File: config.mk
export PLATFORM = sky130hd
export DESIGN_NAME = rob_multi_commit
export DESIGN_NICKNAME = d
export VERILOG_FILES = /design/src/rtl/rob_multi_commit_pkg.sv /design/src/rtl/rob_multi_commit_cdb_bypass.sv /design/src/rtl/rob_multi_commit.sv
export SDC_FILE = /design/constraint.sdc
export NUM_CORES = 2
export LEC_CHECK = 0
export CAP_MARGIN = 20
export CELL_PAD_IN_SITES_DETAIL_PLACEMENT = 0
export CELL_PAD_IN_SITES_GLOBAL_PLACEMENT = 1
export CORE_ASPECT_RATIO = 1.4
export CORE_MARGIN = 2
export CORE_UTILIZATION = 50
export CTS_CLUSTER_SIZE = 40
export DETAILED_ROUTE_END_ITERATION = 8
export GPL_ROUTABILITY_DRIVEN = 0
export GPL_TIMING_DRIVEN = 0
export PLACE_DENSITY_LB_ADDON = 0.1
export SYNTH_ARGS = -nofsm -noshare
export SYNTH_HDL_FRONTEND = slang
export SYNTH_HIERARCHICAL = 1
export SYNTH_SLANG_ARGS = --single-unit
File: constraint.sdc
create_clock -name clk -period 30.6 [get_ports clk]
set_input_delay 3.06 -clock clk [delete_from_list [all_inputs] [get_ports clk]]
set_output_delay 3.06 -clock clk [all_outputs]
set_load 0.05 [all_outputs]
File: src/rtl/rob_multi_commit_pkg.sv
// Shared types and helpers for the multi-commit reorder buffer.
package rob_multi_commit_pkg;

  localparam int ROB_DEPTH    = 16;
  localparam int ROB_ID_W     = 4;
  localparam int ROB_COMMIT_W = 2;
  localparam int ROB_NUM_CDB  = 2;
  localparam int ROB_XLEN     = 32;
  localparam int ROB_REG_W    = 5;

  typedef enum logic [2:0] {
    ROB_CLS_ALU    = 3'd0,
    ROB_CLS_LOAD   = 3'd1,
    ROB_CLS_STORE  = 3'd2,
    ROB_CLS_BRANCH = 3'd3,
    ROB_CLS_JAL    = 3'd4,
    ROB_CLS_JALR   = 3'd5
  } rob_cls_e;

  function automatic logic is_ctrl(input logic [2:0] c);
    return c == ROB_CLS_BRANCH ||
           c == ROB_CLS_JAL ||
           c == ROB_CLS_JALR;
  endfunction

  function automatic logic is_mem(input logic [2:0] c);
    return c == ROB_CLS_LOAD ||
           c == ROB_CLS_STORE;
  endfunction

  function automatic logic writes_rd(input logic [2:0] c);
    return c == ROB_CLS_ALU ||
           c == ROB_CLS_LOAD ||
           c == ROB_CLS_JAL ||
           c == ROB_CLS_JALR;
  endfunction

endpackage

File: src/rtl/rob_multi_commit_cdb_bypass.sv
// Tag match over all writeback buses; the highest-index bus wins.
module rob_cdb_bypass #(
  parameter int NUM_CDB = 2,
  parameter int ID_W    = 4,
  parameter int XLEN    = 32
) (
  input  logic [ID_W-1:0]         tag,
  input  logic [NUM_CDB-1:0]      cdb_valid,
  input  logic [NUM_CDB*ID_W-1:0] cdb_id,
  input  logic [NUM_CDB*XLEN-1:0] cdb_value,
  output logic                    hit,
  output logic [XLEN-1:0]         value
);

  always_comb begin
    hit   = 1'b0;
    value = '0;
    for (int i = 0; i < NUM_CDB; i++) begin
      if (cdb_valid[i] && cdb_id[i*ID_W +: ID_W] == tag) begin
        hit   = 1'b1;
        value = cdb_value[i*XLEN +: XLEN];
      end
    end
  end

endmodule

File: src/rtl/rob_multi_commit.sv
// Reorder buffer: in-order allocate, CDB capture, up to two
// in-order retirements per cycle with mispredict flush.
module rob_multi_commit
  import rob_multi_commit_pkg::*;
#(
  parameter int DEPTH    = ROB_DEPTH,
  parameter int ID_W     = ROB_ID_W,
  parameter int COMMIT_W = ROB_COMMIT_W,
  parameter int NUM_CDB  = ROB_NUM_CDB,
  parameter int XLEN     = ROB_XLEN,
  parameter int REG_W    = ROB_REG_W
) (
  input  logic                     clk,
  input  logic                     rst,
  input  logic                     rdy,
  input  logic                     alloc_valid,
  input  logic [2:0]               alloc_cls,
  input  logic [XLEN-1:0]          alloc_pc,
  input  logic [XLEN-1:0]          alloc_pred_pc,
  input  logic                     alloc_pred_taken,
  input  logic [REG_W-1:0]         alloc_rd,
  output logic [ID_W-1:0]          alloc_id,
  output logic                     full,
  input  logic [2*ID_W-1:0]        src_tag,
  output logic [2*XLEN-1:0]        src_val,
  output logic [1:0]               src_rdy,
  input  logic [NUM_CDB-1:0]       cdb_valid,
  input  logic [NUM_CDB*ID_W-1:0]  cdb_id,
  input  logic [NUM_CDB*XLEN-1:0]  cdb_value,
  input  logic [NUM_CDB*XLEN-1:0]  cdb_next_pc,
  input  logic [NUM_CDB-1:0]       cdb_taken,
  output logic [COMMIT_W-1:0]      cm_valid,
  output logic [COMMIT_W*REG_W-1:0] cm_rd,
  output logic [COMMIT_W*XLEN-1:0] cm_value,
  output logic [COMMIT_W*ID_W-1:0] cm_id,
  output logic                     mem_commit_valid,
  output logic [ID_W-1:0]          mem_commit_id,
  output logic                     pred_upd_valid,
  output logic [XLEN-1:0]          pred_upd_pc,
  output logic                     pred_upd_taken,
  output logic                     redirect_valid,
  output logic [XLEN-1:0]          redirect_pc
);

  logic [DEPTH-1:0] e_valid;
  logic [DEPTH-1:0] e_ready;
  logic [DEPTH-1:0] e_taken;
  logic [2:0]       e_cls  [DEPTH];
  logic [XLEN-1:0]  e_pc   [DEPTH];
  logic [XLEN-1:0]  e_pred [DEPTH];
  logic [XLEN-1:0]  e_val  [DEPTH];
  logic [XLEN-1:0]  e_npc  [DEPTH];
  logic [REG_W-1:0] e_rd   [DEPTH];

  logic [ID_W-1:0] head;
  logic [ID_W-1:0] tail;
  logic [ID_W:0]   count;

  logic [ID_W-1:0] sidx [2];
  logic [1:0]      c;
  logic [1:0]      mis;
  logic [1:0]      n_ret;
  logic            flush;
  logic            accept;

  // Direction is implied by pred_pc; the bit is not needed here.
  logic unused_pred_taken;
  assign unused_pred_taken = alloc_pred_taken;

  assign sidx[0]  = head;
  assign sidx[1]  = head + ID_W'(1);
  assign full     = count == (ID_W+1)'(DEPTH);
  assign alloc_id = tail;

  always_comb begin
    c   = '0;
    mis = '0;
    c[0] = e_valid[head] && e_ready[head];
    mis[0] = c[0] && is_ctrl(e_cls[head]) &&
             (e_npc[head] != e_pred[head]);
    if (COMMIT_W == 2) begin
      c[1] = c[0] && !mis[0] &&
             e_valid[sidx[1]] && e_ready[sidx[1]] &&
             !(is_mem(e_cls[head]) && is_mem(e_cls[sidx[1]])) &&
             !(is_ctrl(e_cls[head]) && is_ctrl(e_cls[sidx[1]]));
    end
    mis[1] = c[1] && is_ctrl(e_cls[sidx[1]]) &&
             (e_npc[sidx[1]] != e_pred[sidx[1]]);
  end

  assign flush  = |mis;
  assign n_ret  = {1'b0, c[0]} + {1'b0, c[1]};
  assign accept = alloc_valid && !full && !flush;

  for (genvar s = 0; s < 2; s++) begin : g_src
    logic            hit;
    logic [XLEN-1:0] bv;
    logic [ID_W-1:0] t;
    assign t = src_tag[s*ID_W +: ID_W];
    rob_cdb_bypass #(
      .NUM_CDB(NUM_CDB),
      .ID_W   (ID_W),
      .XLEN   (XLEN)
    ) u_byp (
      .tag      (t),
      .cdb_valid(cdb_valid),
      .cdb_id   (cdb_id),
      .cdb_value(cdb_value),
      .hit      (hit),
      .value    (bv)
    );
    assign src_rdy[s] = e_ready[t] || hit;
    assign src_val[s*XLEN +: XLEN] = hit ? bv : e_val[t];
  end

  always_ff @(posedge clk) begin
    if (rst) begin
      head             <= '0;
      tail             <= '0;
      count            <= '0;
      e_valid          <= '0;
      e_ready          <= '0;
      cm_valid         <= '0;
      cm_rd            <= '0;
      cm_value         <= '0;
      cm_id            <= '0;
      mem_commit_valid <= 1'b0;
      mem_commit_id    <= '0;
      pred_upd_valid   <= 1'b0;
      pred_upd_pc      <= '0;
      pred_upd_taken   <= 1'b0;
      redirect_valid   <= 1'b0;
      redirect_pc      <= '0;
    end else if (rdy) begin
      cm_valid         <= '0;
      mem_commit_valid <= 1'b0;
      pred_upd_valid   <= 1'b0;
      redirect_valid   <= 1'b0;

      for (int i = 0; i < NUM_CDB; i++) begin
        if (cdb_valid[i] && e_valid[cdb_id[i*ID_W +: ID_W]]) begin
          e_ready[cdb_id[i*ID_W +: ID_W]] <= 1'b1;
          e_val[cdb_id[i*ID_W +: ID_W]]   <= cdb_value[i*XLEN +: XLEN];
          e_npc[cdb_id[i*ID_W +: ID_W]]   <= cdb_next_pc[i*XLEN +: XLEN];
          e_taken[cdb_id[i*ID_W +: ID_W]] <= cdb_taken[i];
        end
      end

      if (accept) begin
        e_valid[tail] <= 1'b1;
        e_ready[tail] <= alloc_cls == ROB_CLS_STORE;
        e_cls[tail]   <= alloc_cls;
        e_pc[tail]    <= alloc_pc;
        e_pred[tail]  <= alloc_pred_pc;
        e_rd[tail]    <= alloc_rd;
        tail          <= tail + ID_W'(1);
      end

      for (int k = 0; k < COMMIT_W; k++) begin
        if (c[k]) begin
          cm_valid[k] <= writes_rd(e_cls[sidx[k]]);
          cm_rd[k*REG_W +: REG_W]   <= e_rd[sidx[k]];
          cm_value[k*XLEN +: XLEN]  <= e_val[sidx[k]];
          cm_id[k*ID_W +: ID_W]     <= sidx[k];
          if (is_mem(e_cls[sidx[k]])) begin
            mem_commit_valid <= 1'b1;
            mem_commit_id    <= sidx[k];
          end
          if (is_ctrl(e_cls[sidx[k]])) begin
            pred_upd_valid <= 1'b1;
            pred_upd_pc    <= e_pc[sidx[k]];
            pred_upd_taken <= e_taken[sidx[k]];
          end
          if (mis[k]) begin
            redirect_valid <= 1'b1;
            redirect_pc    <= e_npc[sidx[k]];
          end
          e_valid[sidx[k]] <= 1'b0;
          e_ready[sidx[k]] <= 1'b0;
        end
      end

      head  <= head + ID_W'(n_ret);
      count <= count + (ID_W+1)'(accept) - (ID_W+1)'(n_ret);

      // Younger entries are on the wrong path; drop everything.
      if (flush) begin
        head    <= '0;
        tail    <= '0;
        count   <= '0;
        e_valid <= '0;
        e_ready <= '0;
      end
    end
  end

  always_ff @(posedge clk) begin
    if (!rst && rdy) begin
      for (int i = 0; i < NUM_CDB; i++) begin
        for (int j = i + 1; j < NUM_CDB; j++) begin
          assert (!(cdb_valid[i] && cdb_valid[j] &&
                    cdb_id[i*ID_W +: ID_W] == cdb_id[j*ID_W +: ID_W]));
        end
      end
    end
  end

endmodule

== Word level (Yosys, flattened, before mapping) ==
Memories as Yosys holds them, arrays and structs flattened. A register that Yosys moved wholly into a read port is not among the register bits.
Cells that the tools add are included.

* Register bits: 143
* Bits in writable memories: 2,176
* Input port bits: 225
* Output and inout port bits: 227
* Logic and storage cells: 243
* Memories: 6

{| class="wikitable"
|+ Memories
! memory !! depth !! bits a word !! rd ports !! clocked after memory_dff !! wr ports !! line !! text
|-
| e_npc || 16 || 32 || 2 || 1 || 2 || rob_multi_commit.sv:52 || <nowiki>logic [XLEN-1:0] e_npc [DEPTH];</nowiki>
|-
| e_pc || 16 || 32 || 2 || 1 || 1 || rob_multi_commit.sv:49 || <nowiki>logic [XLEN-1:0] e_pc [DEPTH];</nowiki>
|-
| e_pred || 16 || 32 || 2 || 1 || 1 || rob_multi_commit.sv:50 || <nowiki>logic [XLEN-1:0] e_pred [DEPTH];</nowiki>
|-
| e_val || 16 || 32 || 4 || 2 || 2 || rob_multi_commit.sv:51 || <nowiki>logic [XLEN-1:0] e_val [DEPTH];</nowiki>
|-
| e_rd || 16 || 5 || 2 || 2 || 1 || rob_multi_commit.sv:53 || <nowiki>logic [REG_W-1:0] e_rd [DEPTH];</nowiki>
|-
| e_cls || 16 || 3 || 2 || 1 || 1 || rob_multi_commit.sv:48 || <nowiki>logic [2:0] e_cls [DEPTH];</nowiki>
|}

* Add/sub/neg operators: 6
* $lt $le $gt $ge: 12
* Equal/unequal tests: 18
* Mux-type cells: 123
* Bitwise logic cells: 10
* Reductions and logical operators: 52

{| class="wikitable"
|+ Operators with widths
! cell !! count
|-
| 32-bit 2-to-1 mux || 14
|-
| 16-bit 2-to-1 mux || 26
|-
| 16-bit AND || 4
|-
| 32-bit != test || 2
|-
| 4-bit 2-to-1 mux || 15
|-
| 1-bit 2-to-1 mux || 49
|-
| 16-bit bitwise mux || 3
|-
| 16-bit bitwise OR || 3
|-
| 1-bit binary-select mux with 4-bit select || 10
|-
| 4-bit by 5-bit < comparator with 1-bit output, second input constant || 7
|-
| 16-bit inverter || 2
|-
| 1-bit logical AND || 25
|-
| 1-bit demux with 4-bit select || 5
|-
| 4-bit by 1-bit >= comparator with 1-bit output, second input constant || 5
|-
| 4-bit equality test || 4
|-
| 3-bit by 2-bit equality test with 1-bit output, second input constant || 5
|-
| 1-bit logical OR || 14
|-
| 3-bit equality test, second input constant || 4
|-
| 4-bit by 1-bit adder with 4-bit output, second input constant || 2
|-
| 2-bit AND reduction || 4
|-
| 3-bit by 1-bit equality test with 1-bit output, second input constant || 2
|-
| 3-bit zero test || 2
|-
| 5-bit by 1-bit adder with 5-bit output || 1
|-
| 5-bit equality test, second input constant || 1
|-
| other kinds (8) || 12
|}

== Depth between registers and ports, before layout ==
* Word-level depth: 26
* Mapped depth: 34
* Mapped depth without buffers: 24

== By module ==
Netlist, hierarchy kept.

{| class="wikitable"
|+ Modules (own cells, without submodules)
! module !! times used !! cells each !! area an instance (sq um) !! seq. area each (sq um)
|-
| rob_multi_commit || 1 || 7,222 || 130,919.3 || 69,927.1
|-
| rob_cdb_bypass || 2 || 125 || 933.4 || 0.0
|}

== Worst setup path after synthesis ==
Ideal clock, no wire load.

* Kind: register to register
* Start point: register head[1]
* End point: memory e_cls[7][0], enable pin
* Setup time: 590 ps
* Data arrival time: 9,738 ps
* Required time: 30,010 ps
* Setup slack: 20,272 ps
* Cell stages (with the launch flop): 20
* Buffers on the path: 8
* Period minus slack after synthesis: 10,328 ps
* Cells stage by stage: dfxtp_1 > clkbuf_1 > clkbuf_1 > clkbuf_1 > buf_1 > inv_1 > ha_1 > buf_2 > buf_2 > buf_2 > mux4_2 > mux4_2 > xnor2_1 > nand4_1 > nor4_1 > a21o_1 > nor2b_1 > buf_2 > nand3b_1 > nor3_1

{| class="wikitable"
|+ RTL lines
! item !! line !! text
|-
| start: declaration || rob_multi_commit.sv:55 || <nowiki>logic [ID_W-1:0] head;</nowiki>
|-
| start signal: assignment || rob_multi_commit.sv:183 || <nowiki>head <= head + ID_W'(n_ret);</nowiki>
|-
| end: declaration || rob_multi_commit.sv:48 ||
|}

== Final worst setup path ==
* Start point: input port cdb_id[1]
* End point: output port src_val[56]

* Word-level cells in the longest chain between the ends: 5
* Elaborated cells between the ends (all ways): 7
* Those cells by class: eq/ne: 1; mux: 5; reduce/logical: 1

{| class="wikitable"
|+ RTL lines
! item !! line !! text
|-
| start: declaration || rob_multi_commit.sv:28 || <nowiki>input logic [NUM_CDB*ID_W-1:0] cdb_id,</nowiki>
|-
| 4-bit equality test || rob_multi_commit_cdb_bypass.sv:19 || <nowiki>if (cdb_valid[i] && cdb_id[i*ID_W +: ID_W] == tag) begin</nowiki>
|-
| 1-bit logical AND || rob_multi_commit_cdb_bypass.sv:19 ||
|-
| 1-bit 2-to-1 mux (2 in series) || rob_multi_commit_cdb_bypass.sv:19 ||
|-
| named net g_src[1].hit || rob_multi_commit.sv:96 || <nowiki>logic hit;</nowiki>
|-
| 32-bit 2-to-1 mux || rob_multi_commit.sv:113 || <nowiki>assign src_val[s*XLEN +: XLEN] = hit ? bv : e_val[t];</nowiki>
|-
| end: declaration || rob_multi_commit.sv:25 || <nowiki>output logic [2*XLEN-1:0] src_val,</nowiki>
|}

The timed path passes the listed nets, and every way through them passes these cells.

==> out/results.tsv <==
metric	value	unit
final.period_utilization	36.8	%
synth_area_leaders	edfxtp_1, mux4_2, mux2_2	
grt_pass1_wl	772	mm
synth_common_cells	edfxtp_1, mux4_2, mux2_2, clkbuf_1, nor2_1	
grt_usage	42.6	%
rows	223	
clock_latency	950	ps
htree_levels	4	
vdd_drop_max	0.0551	mV
initial_core_util	50.3	%
dp_slack	19550	ps
dp_hpwl	419	mm
skew	68.5	ps
antenna_found_initial	67	
worstSetupPathType	in2out	
cts_buffers	243	
slowest_delay	1060	ps
synth_seq_area_share	52.7	%
synthCells	7472	
place_area	148000	um^2
fin_cells	12200	
post-synth-top-count-cell	edfxtp_1	
die_width	440	um
required	27540	ps
yosysTopAreaCell	edfxtp_1	
io_pins	452	
tightest_slew	1370	ps
io_buffer_count	449	
cts_tree	yes	
syn_to_final_growth	17.9	%
ys_types	86	
ant_nets	0	
fp.coreArea	264000	um^2
wl_per_cell	47.1	um
fillCellCount	19900	
grt_max_degree	39	
cp_slowest_cell	xnor2_1	
wl	576	mm
postSynth.asyncResetShare	0	%
end_kind	primary output	
slew_violations	0	
holdPathStages	2	
dieArea	270000	um^2
cts_buffer_depth	4	
critPathTopFamily	buffers and inverters	
max_freq	88.9	MHz
synth_edf_count	2192	
finalCriticalPeriod	11250	ps
ys_warn_count	6	
grt_pass1_vias	90100	
rsz0062_at_grt	false	
synth_flop_cell	edfxtp_1	
max_slew_margin	8.98	%
dp.cells	11700	
grt.overflow.total	0	
cp_num_buf_inv	5	
holdCritPathClass	reg2reg	
syn-num-nets	7717	
finalSetupViolCount	0	
timing.final.ws_setup	19350	ps
drc	0	
arrival	8190	ps
netlist_area	133000	um^2
cts_resized	0	
drt_first_iter_violations	14000	
num-nets-final	8758	
cts_root_buf	clkbuf_16	
power_density	46.4	nW/um^2
fp.dieH	614	um
synth_seq_cells	2397	
numClockSinks	2397	
dr.pass1.iters	6	
cts_setup_buffers	0	
yosysTopAreaCellShare	49.6	%
clkTransAtPathRegs	60	ps
path_depth	9	
maxCapViolCount	0	
crit_path_max_fanout	10	
synth.avg_cell_area	17.8	um^2
timing.setup.tns	0	ps
r2r_cells	25	
hold_viol	0	
fin_area	157000	um^2
vias	92000	
cts_hold_buffers	0	
vias_per_cell	7.51	
cp_cell_sequence	clkdlybuf4s50_1 > xnor2_1 > clkbuf_1 > nand2_1 > o21ai_0 > buf_1 > clkbuf_1 > mux2_2 > clkdlybuf4s50_1	
run_status	complete, no violations	
drive_gt1_share	43.5	%
worst_setup_path_start_kind	input pin	
power.leakage	48.4	nW
[state kept, by name (all words and copies together) (netlist names), 4 cells and up, named ones only]
| register | cells |
|---|---|
| pred_upd_pc | 32 |
| alloc_id | 4 |
| e_taken | 16 |
| e_rd | 80 |
| e_pred | 512 |
| head | 4 |
| e_pc | 512 |
| e_ready | 16 |
| redirect_pc | 32 |
| e_val | 512 |
| cm_id | 8 |
| cm_value | 64 |
| e_cls | 48 |
| e_npc | 512 |
| cm_rd | 10 |
| count | 5 |
| mem_commit_id | 4 |
| e_valid | 16 |
[worst register-to-register path, cell delays in order, from the launching register on]
cell and delay [ps]:
dfxtp_1 480, clkbuf_1 400, clkbuf_1 440, clkbuf_1 580
buf_1 360, buf_8 230, inv_1 120, ha_1 290
buf_2 230, buf_2 360, buf_2 820, mux4_2 640
mux4_2 520, xnor2_1 580, nand4_1 170, nor4_1 600
a21o_1 520, nor2b_1 180, buf_2 200, and3_1 160
buf_2 240, buf_4 260, nor2b_4 830, buf_16 270
buf_12 250, buf_12 250
[worst paths after layout]
path / startpoint / endpoint / slack (ps)
hold / removal: cm_id[1]$_SDFFE_PP0P_ / cm_id[1]$_SDFFE_PP0P_ / 450
hold reg to reg: cm_id[1]$_SDFFE_PP0P_ / cm_id[1]$_SDFFE_PP0P_ / 450
setup reg to reg: head[1]$_SDFFE_PP0P_ / e_pred[8][20]$_DFFE_PP_ / 20300
setup / recovery: cdb_id[1] / src_val[56] / 19350
[layer usage]
metal	wire length, um	global-route usage (%)	share of wire (%)	vias to the layer above
met5	483	0	0.084	-
met4	59000	34.3	10	48
met3	72900	13.3	13	2456
met2	262000	65.6	46	8208
met1	182000	49.5	32	47600
li1	-	-	-	33700
[metrics by stage]
| step | utilization (%) | total power, mW | hold slack [ps] |
|---|---|---|---|
| detailed placement | 56.0 | 4.16 | 446 |
| global route | 59.3 | 7.38 | 477 |
| finish | 59.3 | 7.26 | 454 |
| CTS | 59.1 | 7.24 | 454 |
| global placement | 53.7 | 4.14 | 445 |
| floorplan | - | 3.94 | 445 |
[kinds of logic after synthesis]
kind of cell	count (synthesis)	share of synthesized area [%]
simple gates	752	2.61
flops	2397	52.7
mux	2946	39.1
buf+inv	823	2.68
fa+ha+maj	20	0.200
compound gates	457	2.28
xor+xnor	77	0.508
[report_power, final]
group | internal [mW] | leakage (nW) | switching (mW)
logic | 0.215 | 23.0 | 0.304
clock network | 1.79 | 3.99 | 1.36
registers | 3.58 | 21.4 | 0.00653
total | 5.59 | 48.4 | 1.67
[cells in the final DEF, fill, tap and decap left out, drive strengths merged, types with 31 or more instances in the layout]
master and n:
clkdlybuf4s50 449, o22ai 35, edfxtp 2192, mux2i 135, buf 608, clkbuf 827, a21oi 92, nor2b 31
a22oi 34, o21ai 120, a211oi 36, clkinv 89, mux2 1156, inv 51, nand3 99, nor2 270
bufinv 34, nand2 215, dfxtp 205, mux4 1655, xnor2 66, diode 45
[final cells by class]
type | count | area, um^2 | share of cell area [%]
antenna | 45 | 113 | 0.0719
buffer | 774 | 3460 | 2.21
clock buffer | 314 | 6530 | 4.17
clock inverter | 134 | 1640 | 1.05
inverter | 49 | 184 | 0.117
multi-input combinational | 4252 | 59600 | 38.1
sequential | 2397 | 69900 | 44.7
tap | 3487 | 4360 | 2.79
timing repair buffer | 796 | 10700 | 6.86
Note: power is estimated with default switching activity, not from simulation.
